--- src/rtl/instruction_encoder.sv ---
// RV32I field-bundle to instruction-word encoder: range-checks the immediate, packs the word and
// writes it to instruction memory at an auto-incrementing word address (3 cycles/word, 2 per reject).
module instruction_encoder #(
  parameter int          ADDR_WIDTH = 14,
  parameter int unsigned BASE_ADDR  = 0
) (
  input  logic                  clk,
  input  logic                  rst,
  input  logic                  clear,
  input  logic                  in_valid,
  output logic                  in_ready,
  input  logic [6:0]            opcode,
  input  logic [4:0]            rd,
  input  logic [4:0]            rs1,
  input  logic [4:0]            rs2,
  input  logic [2:0]            func3,
  input  logic [6:0]            func7,
  input  logic [31:0]           imm,
  output logic                  mem_we,
  output logic [ADDR_WIDTH-1:0] mem_addr,
  output logic [31:0]           mem_wdata,
  input  logic                  mem_ready,
  output logic [ADDR_WIDTH:0]   word_count,
  output logic                  err,
  output logic [1:0]            err_code
);

  localparam logic [ADDR_WIDTH-1:0] LP_BASE = ADDR_WIDTH'(BASE_ADDR);

  localparam logic [6:0] OP_R    = 7'b0110011;
  localparam logic [6:0] OP_IALU = 7'b0010011;
  localparam logic [6:0] OP_LOAD = 7'b0000011;
  localparam logic [6:0] OP_S    = 7'b0100011;
  localparam logic [6:0] OP_B    = 7'b1100011;
  localparam logic [6:0] OP_J    = 7'b1101111;

  localparam logic [1:0] EC_NONE   = 2'b00;
  localparam logic [1:0] EC_OPCODE = 2'b01;
  localparam logic [1:0] EC_RANGE  = 2'b10;
  localparam logic [1:0] EC_ALIGN  = 2'b11;

  typedef enum logic [1:0] {
    S_IDLE   = 2'd0,
    S_ENCODE = 2'd1,
    S_WRITE  = 2'd2
  } state_t;

  state_t                r_state;
  logic                  r_in_ready;
  logic                  r_mem_we;
  logic [ADDR_WIDTH-1:0] r_addr;
  logic [31:0]           r_wdata;
  logic [ADDR_WIDTH:0]   r_count;
  logic                  r_err;
  logic [1:0]            r_err_code;

  logic [6:0]  r_opcode;
  logic [4:0]  r_rd;
  logic [4:0]  r_rs1;
  logic [4:0]  r_rs2;
  logic [2:0]  r_func3;
  logic [6:0]  r_func7;
  logic [31:0] r_imm;

  // An immediate fits an N-bit signed field when all bits above the field's sign bit match it.
  logic w_fit12;
  logic w_fit13;
  logic w_fit21;
  assign w_fit12 = (&r_imm[31:11]) | ~(|r_imm[31:11]);
  assign w_fit13 = (&r_imm[31:12]) | ~(|r_imm[31:12]);
  assign w_fit21 = (&r_imm[31:20]) | ~(|r_imm[31:20]);

  logic [31:0] w_word;
  logic [1:0]  w_err_code;

  always_comb begin
    w_word     = '0;
    w_err_code = EC_NONE;
    case (r_opcode)
      OP_R: begin
        w_word = {r_func7, r_rs2, r_rs1, r_func3, r_rd, r_opcode};
      end
      OP_IALU, OP_LOAD: begin
        w_word = {r_imm[11:0], r_rs1, r_func3, r_rd, r_opcode};
        if (!w_fit12) w_err_code = EC_RANGE;
      end
      OP_S: begin
        w_word = {r_imm[11:5], r_rs2, r_rs1, r_func3, r_imm[4:0], r_opcode};
        if (!w_fit12) w_err_code = EC_RANGE;
      end
      OP_B: begin
        w_word = {r_imm[12], r_imm[10:5], r_rs2, r_rs1, r_func3, r_imm[4:1], r_imm[11], r_opcode};
        if (r_imm[0])      w_err_code = EC_ALIGN;
        else if (!w_fit13) w_err_code = EC_RANGE;
      end
      OP_J: begin
        w_word = {r_imm[20], r_imm[10:1], r_imm[11], r_imm[19:12], r_rd, r_opcode};
        if (r_imm[0])      w_err_code = EC_ALIGN;
        else if (!w_fit21) w_err_code = EC_RANGE;
      end
      default: w_err_code = EC_OPCODE;
    endcase
  end

  always_ff @(posedge clk or posedge rst) begin
    if (rst) begin
      r_state    <= S_IDLE;
      r_in_ready <= 1'b1;
      r_mem_we   <= 1'b0;
      r_addr     <= LP_BASE;
      r_wdata    <= '0;
      r_count    <= '0;
      r_err      <= 1'b0;
      r_err_code <= EC_NONE;
      r_opcode   <= '0;
      r_rd       <= '0;
      r_rs1      <= '0;
      r_rs2      <= '0;
      r_func3    <= '0;
      r_func7    <= '0;
      r_imm      <= '0;
    end else if (clear) begin
      // Abandons any in-flight write, even one the memory is accepting this cycle.
      r_state    <= S_IDLE;
      r_in_ready <= 1'b1;
      r_mem_we   <= 1'b0;
      r_addr     <= LP_BASE;
      r_count    <= '0;
      r_err      <= 1'b0;
      r_err_code <= EC_NONE;
    end else begin
      case (r_state)
        S_IDLE: begin
          if (in_valid) begin
            r_opcode   <= opcode;
            r_rd       <= rd;
            r_rs1      <= rs1;
            r_rs2      <= rs2;
            r_func3    <= func3;
            r_func7    <= func7;
            r_imm      <= imm;
            r_in_ready <= 1'b0;
            r_state    <= S_ENCODE;
          end
        end
        S_ENCODE: begin
          if (w_err_code != EC_NONE) begin
            r_err      <= 1'b1;
            r_err_code <= w_err_code;
            r_in_ready <= 1'b1;
            r_state    <= S_IDLE;
          end else begin
            r_wdata  <= w_word;
            r_mem_we <= 1'b1;
            r_state  <= S_WRITE;
          end
        end
        S_WRITE: begin
          if (mem_ready) begin
            r_mem_we   <= 1'b0;
            r_addr     <= r_addr + 1'b1;
            if (r_count != '1) r_count <= r_count + (ADDR_WIDTH + 1)'(1);
            r_in_ready <= 1'b1;
            r_state    <= S_IDLE;
          end
        end
        default: begin
          r_mem_we   <= 1'b0;
          r_in_ready <= 1'b1;
          r_state    <= S_IDLE;
        end
      endcase
    end
  end

  assign in_ready   = r_in_ready;
  assign mem_we     = r_mem_we;
  assign mem_addr   = r_addr;
  assign mem_wdata  = r_wdata;
  assign word_count = r_count;
  assign err        = r_err;
  assign err_code   = r_err_code;

endmodule

--- config.mk ---
export PLATFORM = sky130hd
export DESIGN_NAME = instruction_encoder
export DESIGN_NICKNAME = d
export VERILOG_FILES = /design/src/rtl/instruction_encoder.sv
export SDC_FILE = /design/constraint.sdc
export NUM_CORES = 1
export LEC_CHECK = 0
export ABC_AREA = 1
export BUFFER_PORTS_ARGS = -buffer_cell sky130_fd_sc_hd__buf_4
export CORE_MARGIN = 5
export CORE_UTILIZATION = 55
export DETAILED_ROUTE_END_ITERATION = 10
export PLACE_DENSITY = 0.92
export RECOVER_POWER = 100
export SLEW_MARGIN = 20
export SYNTH_ARGS = -nofsm -noshare
export SYNTH_HDL_FRONTEND = slang
export SYNTH_SLANG_ARGS = --single-unit
export TNS_END_PERCENT = 20
--- constraint.sdc ---
create_clock -name clk -period 5.6 [get_ports clk]
set_input_delay 1.12 -clock clk [delete_from_list [all_inputs] [get_ports clk]]
set_output_delay 1.12 -clock clk [all_outputs]
set_load 0.005 [all_outputs]
==> key figures <==
Status
  • Outcome: finished, violations left
  • Failing checks: max-capacitance violations, max-slew violations

GRT
  • Vias in the first global route: 5,616
  • First-pass GRT wire length: 26.9 mm
  • Initial antenna violation count: 0
  • GRT Total Usage: 23.5%
  • Residual overflow from global routing: 0
  • Largest net degree at the start of global routing: 81

Clocking
  • Num CTS Buffers: 17
  • Setup bufs post-CTS: 0
  • H-tree depth: 4
  • Post-cts hold buffer count: 0
  • Cts repair resizes: 0
  • CTS Buffer Depth: 2
  • CTS tree: yes
  • Sink Count: 132
  • CTS root buf: clkbuf_16
  • CTS clk-pin slew, worst paths: 0.06 ns
  • Clk_lat worst skew: 0.41 ns

Floorplanning
  • Core area: 11,400 um^2
  • FP Rows: 39
  • Die width: 118 um
  • Die height: 118 um
  • Initial core utilization: 55.9%
  • Boundary Pins: 135
  • Die area: 13,900 um^2

Logic synthesis
  • Largest cells by area after synthesis: dfrtp_1 51%, nand2_1 20%, inv_1 5.3%
  • Cell Area, Synth: 6380 um^2
  • #FFs+latches synth: 132
  • Synth Warn #: 0
  • Syn Area/Cell: 7.66 um^2
  • Top cell type by total area after synthesis: dfrtp_1
  • Synthesized instance count: 834
  • Syn Nets: 905
  • Seq/Total Area, Yosys: 51.8%
  • Synth cell types: 38
  • Top-area cell type share of the netlist area: 51.3%

Cells and area
  • Commonest non-fill, non-tap cell in the layout: nand2_1
  • Post-Layout Cell Count: 1,119
  • # diodes: 0
  • Layout cell share with drive strength beyond 1: 17.3%
  • Final instance area: 7970 um^2
  • Synthesis-to-finish area growth: 24.8%
  • Commonest cells after routing, fill and taps aside: 345 x nand2_1, 131 x dfrtp_1, 93 x inv_1, 68 x buf_4, 59 x nor2_1
  • Nets@finish: 1,035
  • Layout fillers: 900

STA
  • Fin crit period: 4.09 ns
  • Worst slew pin tran: 3.07 ns
  • F_max: 0.244 GHz
  • Worst-case hold slack: 0.474 ns
  • Total Neg Setup Slack: 0 ns
  • Final setup vio count: 0
  • Number of hold violations in the final report: 0
  • RSZ-0062 raised after global routing: no
  • Period utilisation layout: 73.1%
  • Final Max Tran Viols: 84
  • Max-slew headroom: -105%
  • Clock Skew: 0.00734 ns

Critical path
  • Crit end category: register
  • CP Class: input pin to register
  • CP max FO: 80
  • Worst reg2reg setup slack: 1.52 ns
  • Worst Path Arrival: 4.44 ns
  • CP Launch Type: input pin
  • Worst Path Required: 5.94 ns

Placement
  • Cell Count Post-Placement: 1,088
  • Routability cong.: 0.901
  • Port Buffer Count: 134
  • Placement Cell Area: 7470 um^2
  • Hpwl dp: 11.4 mm

Power
  • Clk network pwr share: 37.4%
  • Tot Pwr: 3.05 mW
  • Internal: 2.14 mW
  • Comb pwr share: 18.9%
  • Seq pwr share: 43.7%
  • Switching power: 0.914 mW
  • Sw Share: 30.0%
  • Lkg Pwr: 4.09 nW
  • PwrDens: 383 nW/um^2
  • VDD IR max: 0.221 mV

Drt
  • Routed len/inst: 14.3 um
  • First-pass DRT Iterations: 5
  • Vias: 5,930
  • Routed Antenna Nets: 0
  • DRT iter0 DRCs: 569
  • DRC violation count after routing: 0
  • Vias per std cell: 5.30
  • WL final: 16.0 mm

Min path
  • Worst min path class: register to register

Run
  • Max_cap viols: 4
==> worst paths after layout <==
check                                 start            end  cells past startpoint
worst max-delay path                  clear        r_rd[0]                     10
max in group asynchronous               rst       r_rs2[2]                      3
worst min-delay path               in_ready       in_ready                      2
worst max register to register  r_opcode[4]  mem_wdata[29]                     12
min in group asynchronous               rst  word_count[6]                      3
worst min register to register     in_ready       in_ready                      2
==> cell usage after synthesis <==
cell type and instances:
dfstp_2 1, a211oi_1 2, clkbuf_1 14, o32ai_1 1, and3_1 1, ha_1 2
inv_2 10, nor3_2 2, nand2_4 1, o21a_1 2, nor2_4 2, nand2_1 342
nor3_1 9, clkinv_1 1, a21oi_2 2, o22ai_1 1, nand2_2 5, nand3_1 36
buf_2 6, o21ai_0 32, a31o_2 1, nor2_2 3, buf_4 6, nor4_1 1
o31ai_1 2, xor2_1 4, dfrtp_1 131, nand4_1 18, nor2_1 58, nor3b_1 3
o21ai_1 3, a22oi_1 6, inv_1 90, nand3_2 2, or2_2 2, a21oi_1 27
a31oi_1 3, nand4_4 2
==> power groups by stage <==
stage                     clock [mW]  combinational [mW]  sequential (mW)
final                           1.14               0.575             1.33
after global routing            1.20               0.665             1.36
after CTS                       1.16               0.605             1.33
after detailed placement           0               0.594             1.34
after global placement             0               0.570             1.33
after floorplan                    0               0.369             1.31
==> area by class of cell <==
class,instances,area [um^2],area share [%]
tap,143,179,2.25
timing repair buffer,137,953,12.0
clock buffer,17,425,5.34
clock inverter,14,188,2.36
multi-input combinational,575,2540,31.8
inverter,101,380,4.77
sequential,132,3300,41.5
==> per-stage QoR <==
step | worst slack, ns | utilization, %
after floorplan | 0.956 | -
after global placement | 2.15 | 65.5
after detailed placement | 2.07 | 65.5
after CTS | 2.44 | 70.8
after global routing | 1.14 | 69.8
final | 1.51 | 69.8
==> state kept, by name, indices dropped and copies added (netlist names) <==
| register | count |
|---|---|
| err | 1 |
| err_code | 2 |
| in_ready | 1 |
| mem_addr | 14 |
| mem_wdata | 32 |
| mem_we | 1 |
| r_func3 | 3 |
| r_func7 | 7 |
| r_imm | 32 |
| r_opcode | 7 |
| r_rd | 5 |
| r_rs1 | 5 |
| r_rs2 | 5 |
| r_state | 2 |
| word_count | 15 |
==> metal layers <==
layer	wire [um]	global-route usage, %	up-vias
met5	0	0	-
met4	265	6.59	0
met3	1260	5.72	31
met2	7630	37.7	249
met1	6850	32.2	2781
li1	-	-	2869
==> critical path, cell delays in order <==
cell and delay [ns]:
clkbuf_1 0.47, inv_1 0.53, nand3_1 0.21, nand2_1 0.10
inv_1 0.12, a21oi_4 0.04, buf_4 0.33, inv_1 1.16
nand2_1 0.19, nand2_1 0.13
==> cells by family after synthesis <==
| group | share of synthesized area (%) |
|---|---|
| AND/OR/NAND/NOR | 32.2 |
| flip-flops | 51.8 |
| buffers and inverters | 7.94 |
| AO/OA/AOI/OAI | 7.21 |
| XOR/XNOR | 0.549 |
| adder cells (fa/ha/maj) | 0.392 |
No activity file was read; power rests on OpenSTA's default activity.
